[src/rtl/rxuart.sv]
// ---------------------------------------------------------------------------
// rxuart - 8-bit asynchronous serial receiver (start, 8 data LSB first,
//          optional even parity, 1 stop).
//
// Optional feature: define RXUART_PARITY_EN to compile in an even-parity
// bit between the data bits and the stop bit (11-bit frame). Without it the
// frame is 10 bits and o_parity_err is tied low.
//
// Ports
//   i_clk         system clock, rising edge
//   i_reset       synchronous active-high reset
//   i_setup       clocks per baud period, latched at each start edge
//   i_uart        asynchronous serial line, idle high
//   o_wr          one-cycle strobe, o_data/o_frame_err/o_parity_err valid
//   o_data        received byte (held until next o_wr)
//   o_frame_err   stop bit sampled low (held until next o_wr)
//   o_parity_err  parity mismatch (held until next o_wr)
//   o_busy        high whenever the receiver is not idle
//
// State | meaning
//   IDLE   | waiting for a falling edge on the synchronized line
//   START  | counting half a bit to re-check the start bit mid-bit
//   DATA   | sampling the 8 data bits mid-bit
//   PARITY | sampling the parity bit (RXUART_PARITY_EN only)
//   STOP   | sampling the stop bit, publishes the byte
//   BREAK  | stop bit was low; wait for one full baud period of idle line
// ---------------------------------------------------------------------------
module rxuart (
    input  logic        i_clk,
    input  logic        i_reset,
    input  logic [23:0] i_setup,
    input  logic        i_uart,
    output logic        o_wr,
    output logic [7:0]  o_data,
    output logic        o_frame_err,
    output logic        o_parity_err,
    output logic        o_busy
);

    localparam logic [23:0] MIN_BAUD = 24'd16;

    typedef enum logic [2:0] {
        ST_IDLE   = 3'd0,
        ST_START  = 3'd1,
        ST_DATA   = 3'd2,
`ifdef RXUART_PARITY_EN
        ST_PARITY = 3'd3,
`endif
        ST_STOP   = 3'd4,
        ST_BREAK  = 3'd5
    } state_t;

    // Line synchronizer and edge detect
    logic        r_sync1;
    logic        r_sync2;
    logic        r_line_prev;
    logic        w_line;
    logic        w_fall;

    // FSM / datapath registers
    state_t      r_state;
    state_t      w_state_next;
    logic [23:0] r_baud;
    logic [23:0] w_baud_next;
    logic [23:0] r_cnt;
    logic [23:0] w_cnt_next;
    logic [2:0]  r_bit_idx;
    logic [2:0]  w_bit_idx_next;
    logic [7:0]  r_shift;
    logic [7:0]  w_shift_next;

    // Output registers
    logic        r_wr;
    logic        w_wr_next;
    logic [7:0]  r_data;
    logic [7:0]  w_data_next;
    logic        r_frame_err;
    logic        w_frame_err_next;

`ifdef RXUART_PARITY_EN
    logic        r_par_bit;
    logic        w_par_bit_next;
    logic        r_parity_err;
    logic        w_parity_err_next;
`endif

    logic [23:0] w_setup_eff;
    logic [23:0] w_reload;
    logic        w_cnt_zero;

    assign w_line      = r_sync2;
    assign w_fall      = r_line_prev & ~r_sync2;
    assign w_setup_eff = (i_setup < MIN_BAUD) ? MIN_BAUD : i_setup;
    assign w_reload    = r_baud - 24'd1;
    assign w_cnt_zero  = (r_cnt == 24'd0);

    // -----------------------------------------------------------------------
    // State and datapath registers
    // -----------------------------------------------------------------------
    always_ff @(posedge i_clk) begin
        if (i_reset) begin
            r_sync1     <= 1'b1;
            r_sync2     <= 1'b1;
            r_line_prev <= 1'b1;
            r_state     <= ST_IDLE;
            r_baud      <= 24'd0;
            r_cnt       <= 24'd0;
            r_bit_idx   <= 3'd0;
            r_shift     <= 8'h00;
            r_wr        <= 1'b0;
            r_data      <= 8'h00;
            r_frame_err <= 1'b0;
`ifdef RXUART_PARITY_EN
            r_par_bit    <= 1'b0;
            r_parity_err <= 1'b0;
`endif
        end else begin
            r_sync1     <= i_uart;
            r_sync2     <= r_sync1;
            r_line_prev <= r_sync2;
            r_state     <= w_state_next;
            r_baud      <= w_baud_next;
            r_cnt       <= w_cnt_next;
            r_bit_idx   <= w_bit_idx_next;
            r_shift     <= w_shift_next;
            r_wr        <= w_wr_next;
            r_data      <= w_data_next;
            r_frame_err <= w_frame_err_next;
`ifdef RXUART_PARITY_EN
            r_par_bit    <= w_par_bit_next;
            r_parity_err <= w_parity_err_next;
`endif
        end
    end

    // -----------------------------------------------------------------------
    // Next-state and datapath logic
    // -----------------------------------------------------------------------
    always_comb begin
        w_state_next     = r_state;
        w_baud_next      = r_baud;
        w_cnt_next       = w_cnt_zero ? r_cnt : (r_cnt - 24'd1);
        w_bit_idx_next   = r_bit_idx;
        w_shift_next     = r_shift;
        w_wr_next        = 1'b0;
        w_data_next      = r_data;
        w_frame_err_next = r_frame_err;
`ifdef RXUART_PARITY_EN
        w_par_bit_next    = r_par_bit;
        w_parity_err_next = r_parity_err;
`endif

        case (r_state)
            ST_IDLE: begin
                if (w_fall) begin
                    // Baud is frozen for the whole frame; first sample lands
                    // mid start bit.
                    w_state_next = ST_START;
                    w_baud_next  = w_setup_eff;
                    w_cnt_next   = (w_setup_eff >> 1) - 24'd1;
                end
            end

            ST_START: begin
                if (w_cnt_zero) begin
                    if (!w_line) begin
                        w_state_next   = ST_DATA;
                        w_cnt_next     = w_reload;
                        w_bit_idx_next = 3'd0;
                    end else begin
                        // Glitch: line back high mid start bit
                        w_state_next = ST_IDLE;
                    end
                end
            end

            ST_DATA: begin
                if (w_cnt_zero) begin
                    w_shift_next = {w_line, r_shift[7:1]};
                    w_cnt_next   = w_reload;
                    if (r_bit_idx == 3'd7) begin
`ifdef RXUART_PARITY_EN
                        w_state_next = ST_PARITY;
`else
                        w_state_next = ST_STOP;
`endif
                    end else begin
                        w_bit_idx_next = r_bit_idx + 3'd1;
                    end
                end
            end

`ifdef RXUART_PARITY_EN
            ST_PARITY: begin
                if (w_cnt_zero) begin
                    w_par_bit_next = w_line;
                    w_cnt_next     = w_reload;
                    w_state_next   = ST_STOP;
                end
            end
`endif

            ST_STOP: begin
                if (w_cnt_zero) begin
                    w_wr_next        = 1'b1;
                    w_data_next      = r_shift;
                    w_frame_err_next = ~w_line;
`ifdef RXUART_PARITY_EN
                    // Even parity: data bits plus parity bit XOR to zero
                    w_parity_err_next = (^r_shift) ^ r_par_bit;
`endif
                    if (w_line) begin
                        w_state_next = ST_IDLE;
                    end else begin
                        w_state_next = ST_BREAK;
                        w_cnt_next   = w_reload;
                    end
                end
            end

            ST_BREAK: begin
                // Any low cycle restarts the one-baud idle qualification
                if (!w_line) begin
                    w_cnt_next = w_reload;
                end else if (w_cnt_zero) begin
                    w_state_next = ST_IDLE;
                end
            end

            default: begin
                w_state_next = ST_IDLE;
            end
        endcase
    end

    assign o_wr        = r_wr;
    assign o_data      = r_data;
    assign o_frame_err = r_frame_err;
    assign o_busy      = (r_state != ST_IDLE);
`ifdef RXUART_PARITY_EN
    assign o_parity_err = r_parity_err;
`else
    assign o_parity_err = 1'b0;
`endif

endmodule

[config.mk]
export PLATFORM = sky130hd
export DESIGN_NAME = rxuart
export DESIGN_NICKNAME = d
export VERILOG_FILES = /design/src/rtl/rxuart.sv
export SDC_FILE = /design/constraint.sdc
export NUM_CORES = 1
export LEC_CHECK = 0
export BUFFER_PORTS_ARGS = -buffer_cell sky130_fd_sc_hd__clkbuf_2
export CORE_MARGIN = 5
export CORE_UTILIZATION = 55
export CTS_CLUSTER_DIAMETER = 200
export CTS_CLUSTER_SIZE = 12
export DETAILED_ROUTE_END_ITERATION = 8
export PLACE_DENSITY = 0.75
export SYNTH_ARGS = -nofsm -noshare
export SYNTH_HDL_FRONTEND = slang
export SYNTH_SLANG_ARGS = --single-unit
[constraint.sdc]
create_clock -name i_clk -period 4.22 [get_ports i_clk]
set_input_delay 0.633 -clock i_clk [delete_from_list [all_inputs] [get_ports i_clk]]
set_output_delay 0.633 -clock i_clk [all_outputs]
set_load 0.01 [all_outputs]
==> summary.txt <==
Drt
  • DRT iter0 DRCs: ~240
  • TritonRoute pass-1 iters: 5
  • Avg Vias per Cell: between 6 and 7
  • Antenna-violating nets left: 0
  • DRT Wirelength: between 10000 and 15000 microns
  • Drt drc: 0
  • Vias: between 4000 and 5000
  • Wirelength per Cell: roughly 16 microns

STA
  • RSZ-0062 raised after global routing: false
  • Relative slew slack: 31.8%
  • Clk_skew: 0.00396 ns
  • Final setup fails: 0
  • Final min period: between 3 and 4 ns
  • Final Hold Vio Count: 0
  • Slew Viols, Final: 0
  • Setup TNS Final: 0 ns
  • Hold Worst Slack: about 0.42 ns
  • Fmax: around 0.27 GHz
  • Tightest Pin Transition: 1.02 ns
  • Final worst-path cycle share: between 80% and 90%

Critical path
  • Crit-path max cell delay: ~0.60 ns
  • CP Capture Type: flop
  • Worst setup path startpoint: i_setup[4]
  • Worst EP required: 4.43 ns
  • Crit-path max FO: 8
  • Arr. time, crit path: approximately 3.9 ns
  • Setup slack, reg-to-reg: between 1 and 1.5 ns
  • Slowest stage cell, crit path: or4_1
  • End of the worst register-to-register path: r_cnt[21]
  • Worst path cell trace: clkbuf_2 -> or4_1 -> nor3_1 -> nand3_1 -> nand2_1 -> ha_1 -> nand2b_1 -> or3_1 -> nor4_1 -> xor2_1 -> a22oi_1 -> a21oi_1
  • RR Startpoint: r_cnt[10]
  • Crit path launch type: input pin
  • Crit path capture: r_cnt[16]
  • Worst reg-to-reg path cell count: 7
  • Setup CP Type: input pin to flop

Clocking
  • Htree depth: 3
  • Root buffer cell: clkbuf_8
  • Post-cts hold buffer count: 0
  • Post-CTS setup buffers: 0
  • Clk sinks: 75
  • Clk Latency, worst-skew pair: roughly 0.35 ns
  • CTS tree: built
  • Clk buf depth: 2
  • Cts repair resizes: 0
  • CTS buffer count: 9
  • Reg clk slew, reported paths: around 0.080 ns

Place
  • GPL Wtd Cong: a little over 0.9
  • I/O Buffers: 37
  • Hpwl dp: around 8700 microns

Synth
  • Syn Nets: around 630
  • YS warnings: 0
  • Mean Syn Cell Area: between 7 and 8 sq um
  • Yosys reg bits: 75
  • Sequential area share after synthesis: about 33%
  • EDFF count, synth: 0
  • Post-synthesis instance area: 0.00452 sq mm
  • Post-synthesis cell count: approximately 600
  • Synth unique cells: between 60 and 70
  • Async set or reset register ratio after synthesis: 0%
  • Dominant synthesized flop cell: dfxtp_1

Cells and area
  • Layout cells sized above 1: between 10% and 20%
  • Fill count: about 740
  • Syn-to-layout area delta: 10.3%
  • Nets: 656
  • N_diodes: 0

Floorplanning
  • Initial Utilization: 55.6%
  • Die height: between 100 and 150 microns
  • Site Rows: 33
  • Area of the core: 0.00813 sq mm
  • I/O pin count: 39
  • Die footprint: around 0.01 sq mm
  • Die width: slightly above 100 microns

Global route
  • Tot GR Track Use: between 20% and 30%
  • First-pass GRT wire length: 20000 microns
  • Initial antenna violation count: 0
  • Largest net degree at the start of global routing: 64
  • Number of global-route vias before repair: just over 4000
  • GR Overflow Total: 0

Pwr
  • Pleak: around 1.9 nW
  • Worst vdd ir: approximately 0.00025 V
  • Design Power: around 2.7 mW
  • PwrDens: approximately 530 mW/mm^2

Run
  • Max_cap viols: 0

Run status
  • Status: finished clean

Hold path
  • Hold/Removal Path Class: flop to flop
==> cells in the mapped netlist (7+ instances only) <==
cell        n  area, sq um
xnor2_1    27          236
nor3_1     28          140
nor4_1     12         75.1
nand2_1   105          394
nand3_1    17         85.1
a21oi_1    72          360
a31oi_1     7         43.8
inv_1       7         26.3
o21ai_0     8         40.0
nor2_1     58          218
dfxtp_1    75         1500
a22oi_1    11         82.6
or3_1      12         75.1
nand2b_1    7         43.8
or4_1      10         75.1
clkbuf_1   22         82.6
xor2_1     27          236
==> through the flow <==
step | setup slack (ns) | instances | util (%) | area [sq um]
2_1_floorplan | 0.793 | 599 | - | 4520
6_report | 0.503 | 733 | 61.4 | 4990
3_5_place_dp | 0.310 | 717 | 58.4 | 4750
5_1_grt | 0.294 | 733 | 61.4 | 4990
3_3_place_gp | 0.382 | 717 | 58.4 | 4750
4_1_cts | 0.589 | 733 | 61.4 | 4990
==> kinds of logic (layout without fill, tap and decap cells) <==
group,count (synthesis),count (layout),synth area share (%)
and+or+nand+nor,293,293,33.4
AOI/OAI and AO/OA,131,131,17.3
DFF,75,75,33.2
xor gates and xnor gates,55,55,10.8
buffers and inverters,38,67,3.65
adders and majority gates,6,6,1.66
other,1,1,0.0829
==> registers in the layout, indices dropped and copies added, names as in the netlist <==
register     count
o_data           8
o_frame_err      1
o_wr             1
r_baud          24
r_bit_idx        3
r_cnt           24
r_line_prev      1
r_shift          8
r_state          3
r_sync1          1
r_sync2          1
==> final cells by class <==
type | count | area [sq um] | share of cell area (%)
timing repair buffer | 43 | 230 | 4.61
inverter | 8 | 30.0 | 0.602
clock inverter | 7 | 116 | 2.33
multi-input combinational | 486 | 2860 | 57.3
tap | 105 | 131 | 2.63
clock buffer | 9 | 124 | 2.48
sequential | 75 | 1500 | 30.1
==> metal layers <==
metal | part of all wire, % | global-route usage [%]
met5 | 0 | 0
met4 | 2.0 | 7.67
met3 | 6.4 | 4.64
met2 | 46 | 38.0
met1 | 46 | 33.5
==> how the worst min path moves through the flow <==
stage / startpoint / end / slack, ns / cells after the start
2_1_floorplan: r_sync1 / r_sync2 / 0.39 / 1
3_3_place_gp: r_sync1 / r_sync2 / 0.39 / 1
3_5_place_dp: r_sync1 / r_sync2 / 0.41 / 1
4_1_cts: r_sync1 / r_sync2 / 0.43 / 1
5_1_grt: r_sync1 / r_sync2 / 0.46 / 1
6_report: r_sync1 / r_sync2 / 0.42 / 1
==> layout by cell type, fill, tap and decap left out, drive strengths merged, types with 12 or more instances in the layout <==
cell    count
a21oi      72
clkbuf     46
dfxtp      75
nand2     105
nand3      18
nor2       58
nor3       32
nor4       16
o21ai      13
or3        12
xnor2      27
xor2       28
==> critical path, delay by kind of cell <==
kind	cells	cell delay (ns)
xor+xnor	1	0.15
fa+ha+maj	1	0.21
simple gates	7	2.47
buf+inv	1	0.13
compound gates	2	0.33
==> power breakdown <==
| part | internal (mW) | leakage (nW) | switching, mW |
|---|---|---|---|
| logic | 0.432 | 1.19 | 0.620 |
| registers | 0.808 | 0.610 | 0.119 |
| clock network | 0.392 | 0.119 | 0.279 |
| total | 1.63 | 1.92 | 1.02 |
No activity file was read; power rests on OpenSTA's default activity.
